`config.mk`:
```
export PLATFORM = sky130hd
export DESIGN_NAME = three_bit_comparator
export DESIGN_NICKNAME = d
export VERILOG_FILES = /design/src/rtl/three_bit_comparator.sv
export SDC_FILE = /design/constraint.sdc
export NUM_CORES = 1
export LEC_CHECK = 0
export CORE_AREA = 5 5 42 44
export DETAILED_ROUTE_END_ITERATION = 7
export DIE_AREA = 0 0 47 49
export GPL_TIMING_DRIVEN = 0
export PLACE_DENSITY_LB_ADDON = 0.1
export SLEW_MARGIN = 5
export SYNTH_ARGS = -nofsm -noshare
export SYNTH_HDL_FRONTEND = slang
export SYNTH_SLANG_ARGS = --single-unit
```
`constraint.sdc`:
```
create_clock -name clk -period 0.9 [get_ports clk]
set_clock_uncertainty 0.05 [all_clocks]
set_input_delay 0.18 -clock clk [delete_from_list [all_inputs] [get_ports clk]]
set_output_delay 0.18 -clock clk [all_outputs]
set_load 0.005 [all_outputs]
```
`src/rtl/three_bit_comparator.sv`:
```
// Registered magnitude comparator, unsigned or two's complement.
// One-hot Greater/Less/Equal, one cycle after each valid sample.
module three_bit_comparator #(
  parameter int WIDTH = 3
) (
  input  logic             clk,
  input  logic             rst_n,
  input  logic             in_valid,
  input  logic             signed_mode,
  input  logic [WIDTH-1:0] A,
  input  logic [WIDTH-1:0] B,
  output logic             out_valid,
  output logic             Greater,
  output logic             Less,
  output logic             Equal
);

  logic sign_a;
  logic sign_b;
  logic eq_d;
  logic ult;
  logic lt_d;
  logic gt_d;

  logic vld_q;
  logic gt_q;
  logic lt_q;
  logic eq_q;

  assign sign_a = A[WIDTH-1];
  assign sign_b = B[WIDTH-1];
  assign eq_d   = (A == B);
  assign ult    = (A < B);

  // Mixed signs flip the unsigned order; same signs leave it intact.
  always_comb begin
    lt_d = ult;
    if (signed_mode && (sign_a != sign_b)) begin
      lt_d = sign_a;
    end
    gt_d = !lt_d && !eq_d;
  end

  always_ff @(posedge clk or negedge rst_n) begin
    if (!rst_n) begin
      vld_q <= 1'b0;
      gt_q  <= 1'b0;
      lt_q  <= 1'b0;
      eq_q  <= 1'b0;
    end else begin
      vld_q <= in_valid;
      if (in_valid) begin
        gt_q <= gt_d;
        lt_q <= lt_d;
        eq_q <= eq_d;
      end
    end
  end

  assign out_valid = vld_q;
  assign Greater   = gt_q;
  assign Less      = lt_q;
  assign Equal     = eq_q;

endmodule

```
### Yosys cells after proc, flatten, opt, wreduce, memory -nomap -nowiden

Index checks and enable logic that the tools add are counted.

* memories kept: 0
* logic and storage cells: 12
* RAM bits: 0
* bits in latches: 0
* output and inout bits: 4
* bits of input ports: 10
* register bits after elaboration: 4
* bits in read-only memories: 0

* muxes and demuxes: 1
* multipliers: 0
* order comparisons: 1
* equality and inequality tests: 2
* add/sub/neg operators: 0
* bitwise gates (word level): 0
* divide/modulo/power cells: 0
* reductions and logical operators: 4
* shift-type cells: 0

Operator list (count)
* equality test 3 bit: 1
* less-than comparator 3 bit: 1
* logical AND 1 bit: 2
* logical NOT 1 bit: 2
* two-way mux 1 bit: 1
* inequality test 1 bit: 1

### Depth between registers and ports, before layout

* depth after elaboration: 5
* mapped depth: 5
* gate-level depth less buffers: 5

### Least setup slack after synthesis

No wires, ideal clock.

* path type: input to register
* start point: input B[2]
* end point: register gt_q (netlist: Greater)
* path slack: -0.191 ns
* setup time: 0.126 ns
* path buffers: 0
* arrival time: 0.915 ns
* cell stages on the path: 5
* required time: 0.724 ns
* cells stage by stage: inv_1 -> ha_1 -> nand2_1 -> a21oi_1 -> a221o_1

* word-level cells in the longest chain between the ends: 5

Ends and longest elaborated chain
* start, declared: RTL line 11 `input logic [WIDTH-1:0] B,`
* parallel branches: the longest is 4 deep, another holds less-than comparator 3 bit
* logical AND 1 bit (*): RTL line 41 `gt_d = !lt_d && !eq_d;`
* end signal, assigned: RTL line 53 `gt_q <= gt_d;`
* end, declared: RTL line 26 `logic gt_q;`

Mark *: on every way between the ends.
A chain may end at the register's enable or synchronous reset.

### Worst setup path after layout

* start point: register gt_q (netlist: Greater)
* end point: output Greater

RTL lines
* end, declared: RTL line 13 `output logic Greater,`

No word-level cell between the ends.

==> results.toml <==
[outcome]
outcome = "complete, but fails checks"
violations = "negative setup slack"

[detailed_routing]
vias_per_cell = 3.95
drt-initial-drc-count = 2
wl_met2_um = 299
top_layer = "met3"
wl_met3_um = 53
wl_per_cell_um = 10.3
met1_length_um = 221
drc = 0
route.vias.total = 221
drt_first_pass_iters = 2
ant_nets = 0
totalWireLength_um = 574

[yosys]
synthTopCellsByArea = "dfrtp_1 43%, ha_1 16%, a2111oi_4 12%"
synth_nets = 35
synthDistinctLibCells = 12
ys_seq_area_share_pct = 42.8
synth.yosys.warnings = 0
post_synth.cell_area_avg_um2 = 10.6
synth_seq_cells = 4
synth_top_area_share_pct = 42.8
yosys.area.top_type = "dfrtp_1"
syn_inst = 22
syn_area_um2 = 234

[global_route]
grt_max_degree = 5
grt_pass1_wl_mm = 1.01
grt_pass1_vias = 266
grtUsageTotal_pct = 6.21
grt_overflow = 0
antenna_found_initial = 0

[pwr]
p_leak_nw = 0.207
cellPowerDensity_nw_per_um2 = 1340
vdd_drop_max_mv = 0.596

[die]
row_count = 14
core_region_area_um2 = 1400
pin_count = 14
initial_core_util_pct = 16.7
die_y_um = 49
dieArea_um2 = 2300
die_w_um = 47

[critical_path]
rrSetupSlack_ps = 20
cp_max_fo = 2
worstRegToRegCells = 1
crit_chain = "buf_2"
cp-end-kind = "output port"
r2r-end = "Greater"
critical-path-max-stage-delay_ps = 360
cp.buffers_inverters = 1
crit_cells = 1
cp.required_ps = 670
critPathLaunch = "Greater"
worstReg2RegStart = "Greater"
worst_path_max_delay_cell = "dfrtp_1"
cp_top_family = "flip-flops"
cp_data_arrival_time_ps = 720
critPathKind = "register to output port"
startpoint_type = "register"
endpoint = "Greater"

[clock_tree]
clock_sinks = 4
cts_inserted_buffers = 3
htreeDepth = 1
cts_max_path_buffers = 2
clockRootBuffer = "clkbuf_4"
worstSkewPairLatency_ps = 230
cts_tree = "built"
clk_pin_slew_ps = 30

[timing]
maxSlewHeadroom_pct = 78.6
drv_slew = 0
period_share_pct = 106
finalWorstSetupSlack_ps = -49.5
setup_tns_ps = -182
setup_violations = 5
hold_slack_ps = 102
tightest_slew_ps = 321
post-route-min-period_ps = 950
rsz0062_at_grt = "yes"
fmax_ghz = 1.05
finalHoldViolCount = 0

[finish]
finish.utilization_pct = 33.0
nFillCells = 150
final_nets = 55
layout-area-overhead-vs-synth_pct = 97.9
diodes = 0
layout-drive-gt1-share_pct = 75.0

[placed_design]
gp_congestion = 0.703
port_buffers = 13
dp.final_hpwl_um = 493

[hold_path]
worstHoldPathType = "primary input to async pin"

[flow_run]
maxCapViolCount = 0
## registers in the layout, indices dropped and copies added, names as in the netlist
| register | count |
|---|---|
| Equal | 1 |
| Greater | 1 |
| Less | 1 |
| out_valid | 1 |
## Yosys cell counts (all sizes together)
cell	number
nand2b	1
o2bb2ai	1
a2111oi	1
dfrtp	4
ha	3
a221o	1
a21oi	1
inv	4
nor3	1
nor2	3
nand2	2
## routing by layer
metal / track usage, % / up-vias
met3: 2.21 / 0
met1: 5.75 / 99
met5: 0 / -
met4: 5.53 / 0
met2: 9.95 / 7
li1: - / 115
## timing repair
| item | CTS | global route |
|---|---|---|
| pin swaps | 9 | 4 |
| setup endpoints to repair | 7 | 6 |
| resized for setup | 52 | 3 |
| gates cloned | 0 | 0 |
| buffers inserted | 2 | 0 |
| hold buffers | 0 | 0 |
## where the power goes
group	internal, W	switching [W]
Combinational	0.000113	0.0000863
Clock	0.000148	0.0000613
Sequential	0.000202	0.00000835
Total	0.000464	0.000156
## stage by stage
step | setup WS, ps | instances | cell area, um2 | total power, W
after floorplan | -111 | 22 | 283 | 0.000295
after global placement | -812 | 51 | 433 | 0.000405
after detailed placement | -811 | 51 | 433 | 0.000407
after CTS | -61.5 | 56 | 462 | 0.000635
after global routing | -97.9 | 56 | 463 | 0.000672
final | -49.5 | 56 | 463 | 0.000619
## kinds of logic (layout without fill, tap and decap cells)
kind of cell / after synthesis / in the layout / share of synthesized area (%)
AO/OA/AOI/OAI: 4 / 4 / 21.9
buffers and inverters: 4 / 22 / 6.42
adder cells (fa/ha/maj): 3 / 3 / 16.0
AND/OR/NAND/NOR: 7 / 7 / 12.8
flip-flops: 4 / 4 / 42.8
## cells in the final DEF, fill, tap and decap left out, types with 2 or more instances in the layout
master	count
ha_4	2
nor2_4	2
clkbuf_4	3
buf_2	7
buf_6	3
dfrtp_1	4
buf_4	2
nand2_2	2
## worst min-delay path by stage
stage                      from      end  cells after the start
after floorplan           rst_n    Equal                      0
after global placement    rst_n     Less                      1
after detailed placement  rst_n     Less                      1
after CTS                 rst_n  Greater                      1
after global routing      rst_n  Greater                      1
final                     rst_n  Greater                      1
## layout make-up
type                            instances  area [um2]  share of cell area (%)
Multi-Input combinational cell         14         180                    38.9
Timing Repair Buffer                   15         110                    23.8
Sequential cell                         4         100                    21.6
Inverter                                4        30.0                    6.49
Clock buffer                            3        22.5                    4.86
Tap cell                               16        20.0                    4.32
(Power assumes the default switching activity.)
